### config.mk
export PLATFORM = sky130hd
export DESIGN_NAME = gh_uart_tx_ser
export DESIGN_NICKNAME = d
export VERILOG_FILES = /design/src/rtl/gh_uart_pkg.sv /design/src/rtl/gh_uart_tx_ser.sv
export SDC_FILE = /design/constraint.sdc
export NUM_CORES = 1
export LEC_CHECK = 0
export BUFFER_PORTS_ARGS = -buffer_cell sky130_fd_sc_hd__buf_2
export CORE_ASPECT_RATIO = 1.1
export CORE_MARGIN = 2
export CORE_UTILIZATION = 42
export DETAILED_ROUTE_END_ITERATION = 10
export GPL_ROUTABILITY_DRIVEN = 0
export HOLD_SLACK_MARGIN = 0.12
export PLACE_DENSITY = 0.61
export SETUP_SLACK_MARGIN = 0.3
export SYNTH_ARGS = -nofsm -noshare
export SYNTH_HDL_FRONTEND = slang
export SYNTH_SLANG_ARGS = --single-unit
### constraint.sdc
create_clock -name clk -period 1.6 [get_ports clk]
set_input_delay 0.08 -clock clk [delete_from_list [all_inputs] [get_ports clk]]
set_output_delay 0.08 -clock clk [all_outputs]
set_load 0.005 [all_outputs]
### src/rtl/gh_uart_pkg.sv
// gh_uart_pkg: shared UART types, word-length encoding and helper functions.
package gh_uart_pkg;

    typedef enum logic [2:0] {IDLE, START, DATA, PARITY, STOP} tx_state_t;

    localparam logic [1:0] WL5 = 2'b00;
    localparam logic [1:0] WL6 = 2'b01;
    localparam logic [1:0] WL7 = 2'b10;
    localparam logic [1:0] WL8 = 2'b11;

    function automatic logic [3:0] wl_bits(input logic [1:0] num_bits);
        logic [3:0] n;
        n = 4'd8;
        case (num_bits)
            WL5: n = 4'd5;
            WL6: n = 4'd6;
            WL7: n = 4'd7;
            WL8: n = 4'd8;
        endcase
        return n;
    endfunction

    // Even parity is the plain XOR of the word; odd parity is its complement.
    function automatic logic parity(input logic [7:0] data, input logic [3:0] nbits, input logic even);
        logic p;
        p = ~even;
        for (int i = 0; i < 8; i++)
            if (i < int'(nbits)) p = p ^ data[i];
        return p;
    endfunction

endpackage

### src/rtl/gh_uart_tx_ser.sv
// gh_uart_tx_ser: UART transmit serializer, LSB-first with optional parity and 1/2 stop bits.
module gh_uart_tx_ser #(
    parameter int BRC_DIV = 16
) (
    input  logic       clk,
    input  logic       rst,
    input  logic       brc,
    input  logic [7:0] d,
    input  logic [1:0] num_bits,
    input  logic       par_en,
    input  logic       par_even,
    input  logic       stop2,
    input  logic       brk,
    input  logic       tx_start,
    output logic       sdo,
    output logic       busy,
    output logic       done
);
    import gh_uart_pkg::*;

    localparam int TW = (BRC_DIV > 2) ? $clog2(BRC_DIV) : 1;
    localparam logic [TW-1:0] TICK_LAST = TW'(BRC_DIV - 1);

    tx_state_t   state, state_nxt;
    logic [TW-1:0] tick, tick_nxt;
    logic [2:0]  bit_cnt, bit_nxt;
    logic [7:0]  shreg, sh_nxt;
    logic [1:0]  nb_r;
    logic        par_en_r, par_r, stop2_r;
    logic        sdo_r, sdo_nxt, busy_nxt, done_nxt;
    logic        load, bit_end;
    logic [2:0]  last_bit;

    assign last_bit = 3'(wl_bits(nb_r) - 4'd1);
    assign bit_end  = brc && (tick == TICK_LAST);
    // Break overrides the registered line without disturbing the frame timing.
    assign sdo      = sdo_r & ~brk;

    always_ff @(posedge clk or posedge rst) begin
        if (rst) begin
            state    <= IDLE;
            tick     <= '0;
            bit_cnt  <= '0;
            shreg    <= '0;
            nb_r     <= '0;
            par_en_r <= 1'b0;
            par_r    <= 1'b0;
            stop2_r  <= 1'b0;
            sdo_r    <= 1'b1;
            busy     <= 1'b0;
            done     <= 1'b0;
        end else begin
            state   <= state_nxt;
            tick    <= tick_nxt;
            bit_cnt <= bit_nxt;
            shreg   <= sh_nxt;
            sdo_r   <= sdo_nxt;
            busy    <= busy_nxt;
            done    <= done_nxt;
            if (load) begin
                nb_r     <= num_bits;
                par_en_r <= par_en;
                par_r    <= parity(d, wl_bits(num_bits), par_even);
                stop2_r  <= stop2;
            end
        end
    end

    always_comb begin
        state_nxt = state;
        bit_nxt   = bit_cnt;
        sh_nxt    = shreg;
        sdo_nxt   = sdo_r;
        busy_nxt  = busy;
        done_nxt  = 1'b0;
        load      = 1'b0;
        tick_nxt  = (state != IDLE && brc) ? (bit_end ? '0 : tick + TW'(1)) : tick;
        case (state)
            IDLE: begin
                if (tx_start) begin
                    load      = 1'b1;
                    state_nxt = START;
                    tick_nxt  = '0;
                    bit_nxt   = '0;
                    sh_nxt    = d;
                    sdo_nxt   = 1'b0;
                    busy_nxt  = 1'b1;
                end
            end
            START: begin
                if (bit_end) begin
                    state_nxt = DATA;
                    sdo_nxt   = shreg[0];
                end
            end
            DATA: begin
                if (bit_end) begin
                    sh_nxt = shreg >> 1;
                    if (bit_cnt == last_bit) begin
                        bit_nxt   = '0;
                        state_nxt = par_en_r ? PARITY : STOP;
                        sdo_nxt   = par_en_r ? par_r : 1'b1;
                    end else begin
                        bit_nxt = bit_cnt + 3'd1;
                        sdo_nxt = shreg[1];
                    end
                end
            end
            PARITY: begin
                if (bit_end) begin
                    state_nxt = STOP;
                    sdo_nxt   = 1'b1;
                end
            end
            STOP: begin
                // bit_cnt marks the first of two stop bits as already sent.
                if (bit_end) begin
                    if (stop2_r && bit_cnt == 3'd0) begin
                        bit_nxt = 3'd1;
                    end else begin
                        state_nxt = IDLE;
                        bit_nxt   = '0;
                        sdo_nxt   = 1'b1;
                        busy_nxt  = 1'b0;
                        done_nxt  = 1'b1;
                    end
                end
            end
            default: state_nxt = IDLE;
        endcase
    end

endmodule

# ---- Word-level counts from Yosys, hierarchy flattened
# Index checks and enable logic that the tools add are counted.
# W data, S select, Z words.
dict set report word_totals {
  ff_bits 26
  latchBits 0
  ramBits 0
  rom_bits 0
  output_inout_bits 3
  word_cells 127
  mem_count 0
}
dict set report classes {
  n_addsub 3
  mul 0
  div_mod_pow 0
  order_cmp 8
  eq_ne 19
  shifts 0
  n_mux 58
  n_bitwise 11
  n_reduce_logical 17
}
# cell n
set ops {}
lappend ops {{$mux W3} 12}
lappend ops {{$mux W1} 32}
lappend ops {{$mux W4} 5}
lappend ops {{$lt A3 B4 Y1 const A} 4}
lappend ops {{$mux W8} 2}
lappend ops {{$pmux W4 S4} 1}
lappend ops {{$pmux W8 S2} 1}
lappend ops {{$pmux W3 S5} 1}
lappend ops {{$ne A2 B2 Y1 const B} 7}
lappend ops {{$reduce_and A7 Y1} 2}
lappend ops {{$pmux W3 S4} 1}
lappend ops {{$pmux W3 S3} 1}
lappend ops {{$eq A2 B2 Y1 const B} 4}
lappend ops {{$lt A1 B4 Y1 const A} 2}
lappend ops {{$lt A2 B4 Y1 const A} 2}
lappend ops {{$reduce_and A4 Y1} 2}
lappend ops {{$xor A1 B1 Y1} 8}
lappend ops {{$eq A3 B2 Y1 const B} 2}
lappend ops {{$logic_not A3 Y1} 2}
lappend ops {{$reduce_bool A3 Y1} 2}
lappend ops {{$pmux W1 S5} 1}
lappend ops {{$reduce_bool A5 Y1} 1}
lappend ops {{$add A4 B1 Y4 const B} 1}
lappend ops {{$eq A2 B1 Y1 const B} 2}
lappend ops {{other kinds (13)} 18}

# ---- Logic depth before layout (Yosys ltp)
dict set report depth {
  word_depth 26
  depth_mapped 7
  depth_no_buf 6
}

# ---- Worst setup path after synthesis
# No wires, ideal clock.
dict set report synth_path {
  path_type {reg2reg}
  from {register tick[0]}
  to {register bit_cnt[0]}
  setup_time_ps 125
  arrival_time_ps 1509
  t_required_ps 1475
  slack_ps -33
  path_stages_with_launch 7
  period_less_slack_ps 1633
  path_cell_list {dfrtp_1 ha_1 and4_1 buf_4 o21ai_1 a21oi_1 mux2_2}
}
dict set report synth_via {
  elab_chain_len 4
}
# element line_no
set synth_rtl {}
lappend synth_rtl {{start: declaration} gh_uart_tx_ser.sv:25} ;# logic [TW-1:0] tick, tick_nxt;
lappend synth_rtl {{start signal: assignment} gh_uart_tx_ser.sv:54} ;# tick <= tick_nxt;
lappend synth_rtl {{$eq A4 B4 Y1 (*)} gh_uart_tx_ser.sv:35} ;# assign bit_end = brc && (tick == TICK_LAST);
lappend synth_rtl {{$logic_and A1 B1 Y1 (*)} gh_uart_tx_ser.sv:35}
lappend synth_rtl {{$ne A2 B2 Y1 (no line)} -}
lappend synth_rtl {{$reduce_and A4 Y1 (no line) (*)} -}
lappend synth_rtl {{end signal: assignment} gh_uart_tx_ser.sv:55} ;# bit_cnt <= bit_nxt;
lappend synth_rtl {{end: declaration} gh_uart_tx_ser.sv:26} ;# logic [2:0] bit_cnt, bit_nxt;
# Every way passes the cells marked *; elsewhere a longest branch is shown, timed or not.
# A chain may end at the register's enable or synchronous reset.

# ---- Final worst setup path
dict set report layout_path {
  from {register state[2]}
  to {register bit_cnt[1]}
}
dict set report layout_via {
  elab_chain_len 3
}
# element line_no
set layout_rtl {}
lappend layout_rtl {{start: declaration} gh_uart_tx_ser.sv:24} ;# tx_state_t state, state_nxt;
lappend layout_rtl {{start signal: assignment} gh_uart_tx_ser.sv:53} ;# state <= state_nxt;
lappend layout_rtl {{$eq A3 B2 Y1, or another cell as far along} gh_uart_tx_ser.sv:78} ;# case (state)
lappend layout_rtl {{$ne A2 B2 Y1 (no line) / $reduce_bool A3 Y1 (equally long branches)} -}
lappend layout_rtl {{$reduce_and A4 Y1 (no line)} -}
# Several ways; a longest one is shown, not always the timed one.

==> impl_metrics.ini <==
[sta]
grt_setup_unrepaired = yes
setup_viol = 0
setup_tns_ps = 0
clock_skew_ps = 4.81
period_share_pct = 91.5
finalHoldViolations = 0
fmax_mhz = 683
relSlewSlack_pct = 67.7
finalCriticalPeriod_ps = 1460
setup_slack_ps = 135
maxSlewViolCount = 0
tightest_slew_ps = 484
whs_ps = 119

[yosys]
synthAdderAreaFrac_pct = 5.69
synth_compound_area_share_pct = 15.5
ys_warn_count = 0
syn_area_sq_um = 1540
synth_top_family_by_area = compound AO/OA/AOI/OAI gates
syn-instance-count = 151
synth_ff_type = dfrtp_1
ys_types = 46
syn_nets = 176
synth_edf_count = 0
syn_area_per_cell_sq_um = 10.2
muxShareOfSynthArea_pct = 8.78
synth_xor_area_share_pct = 7.72
async_flop_share_pct = 100
synth-seq-cells = 26
synth-simple-area-share_pct = 15.1
ys_seq_area_share_pct = 42.4

[floorplanning]
dieArea_sq_um = 4160
coreArea_sq_um = 3570
ioPinCount = 21
initial_core_util_pct = 43.1
die_w_microns = 61.7
die_h_microns = 67.5
rows = 23

[clock_tree]
cts_htree_levels = 1
cts_buffers = 3
path_clk_slew_ps = 100
insertion_delay_ps = 270
cts_tree = built
clock_path_buffers = 2
clockRootBuffer = clkbuf_8
cts.sinks = 26

[placement]
pre_cts_ws_ps = 23.2
hpwl_microns = 2510
port_buffers = 20

[global_routing]
grt_max_degree = 16
grt_pass1_vias = 1328
antenna_found_initial = 0
gr-total-overflow = 0
grt_pass1_wl_microns = 5960
grt_usage_pct = 19.2

[run_status]
status = complete, no violations

[routing]
routed_via_density = 5.16
drt_wl_total_microns = 3650
drtPass1Iterations = 4
antenna_left = 0
drcViolationCount = 0
vias = 1326
drt_iter0_drc = 54
routedWlPerCell_microns = 14.2

[cells_and_area]
n_fill_cell = 310
finish.net_count = 233
regArea_sq_um = 657
syn_to_final_growth_pct = 45.9
multiInputGateArea_sq_um = 958
drive_gt1_share_pct = 42.0
diodes = 0

[setup_path]
slowest_delay_ps = 490
path_cells = buf_6 -> nand3b_1 -> a21oi_2 -> buf_4 -> mux2i_1
cp_max_fo = 7
cp-end-kind = register
startpoint_type = register
cp.arrival_ps = 1660
cp_slowest_cell = dfrtp_2
path_class = register to register
cp.required_ps = 1800

[pwr]
leakage_nw = 1.03
clkPwrFrac_pct = 17.7
p_per_area_nw_per_um2 = 1390
power_frac_seq_pct = 37.7
finalPower_mw = 3.12
peakVddDrop_v = 0.000697
switchingPower_mw = 1.08
p_int_mw = 2.04
p_sw_share_pct = 34.5
p_comb_share_pct = 44.5

[run]
maxCapViolCount = 0

[worst_hold_path]
hp-class = input pin to register
-- layout make-up --
| type | count | area share (%) |
|---|---|---|
| multi-input cells | 110 | 42.7 |
| flip-flops and latches | 26 | 29.3 |
| repair buffers | 59 | 20.7 |
| well taps | 50 | 2.79 |
| clock buffers | 3 | 1.84 |
| clock inverters | 1 | 1.34 |
| inverters | 8 | 1.34 |
-- flip-flops by register name, summed over array words and instances (netlist names) --
register  flops
par_en_r      1
state         3
tick          4
done          1
bit_cnt       3
par_r         1
nb_r          2
shreg         8
sdo_r         1
stop2_r       1
busy          1
-- metrics by stage --
stage / utilization (%) / cell area [sq um] / instances
6_report: 62.9 / 2240 / 257
4_1_cts: 60.6 / 2160 / 253
3_3_place_gp: 51.1 / 1820 / 228
2_1_floorplan: - / 1600 / 151
5_1_grt: 62.9 / 2240 / 257
3_5_place_dp: 51.1 / 1820 / 228
-- timing repair --
item                       4_1_cts  5_1_grt
pin swaps                       10       10
hold buffers                     9        0
gates cloned                     0        0
hold endpoints to repair        18        0
buffers inserted                12        4
resized for setup               25       13
setup endpoints to repair       25       25
-- Yosys cell counts (all sizes together) (2+ instances only) --
library cell	n	area share, %
buf	7	2.8
xnor2	9	5.1
nor2	7	1.7
a311oi	2	1.5
nor2b	4	1.6
inv	8	2.0
ha	7	5.7
nand3	2	0.65
xor2	2	1.1
mux2i	9	5.9
a21oi	7	2.5
o21ai	15	4.9
nor3b	2	1.3
nand3b	3	1.5
dfrtp	25	41
nand2	14	3.4
nand4	3	1.2
mux2	4	2.9
-- power by group through the flow --
stage	combinational (mW)	clock [mW]	sequential [mW]
2_1_floorplan	0.758	0	1.10
3_3_place_gp	0.949	0	1.15
3_5_place_dp	0.974	0	1.17
4_1_cts	1.26	0.564	1.16
5_1_grt	1.53	0.594	1.21
6_report	1.39	0.553	1.18
-- worst paths after layout --
| check | from | end | slack [ps] | depth (start not counted) |
|---|---|---|---|---|
| setup / recovery | state[2] | bit_cnt[1] | 140 | 5 |
| hold reg to reg | shreg[4] | shreg[4] | 500 | 2 |
| hold / removal | d[3] | shreg[3] | 120 | 3 |
| min in group asynchronous | rst | done | 360 | 3 |
| max in group asynchronous | rst | shreg[2] | 660 | 4 |
| setup reg to reg | state[2] | bit_cnt[1] | 140 | 5 |
-- logic make-up (layout without fill, tap and decap cells) --
family,count (synthesis),after routing
XOR/XNOR,12,12
adder cells (fa/ha/maj),7,7
multiplexers,13,13
buffers and inverters,15,71
AND/OR/NAND/NOR,42,42
flip-flops,26,26
AO/OA/AOI/OAI,36,36
-- worst max-delay path: cells and delay by family (launching register included) --
family                 cells  cell delay, ps
AO/OA/AOI/OAI              1             200
buffers and inverters      2             310
flip-flops                 1             490
multiplexers               1             190
AND/OR/NAND/NOR            1             200
-- cell usage in the layout (no fill, tap or decap), drive strengths merged, types with 3 or more instances in the layout --
cell,Yosys,layout
buf,7,50
dfrtp,25,25
o21ai,15,15
nand2,14,14
mux2i,9,9
dlygate4sd3,0,9
xnor2,9,9
inv,8,8
nor2,7,7
ha,7,7
a21oi,7,7
mux2,4,4
nor2b,4,4
nand3b,3,3
nand4,3,3
clkbuf,0,3
-- per-layer routing --
metal	track usage [%]	routed length, microns
met1	24.2	1550
met2	33.0	1970
met3	2.30	83
met4	6.91	50
met5	0	0
(Power assumes the default switching activity.)
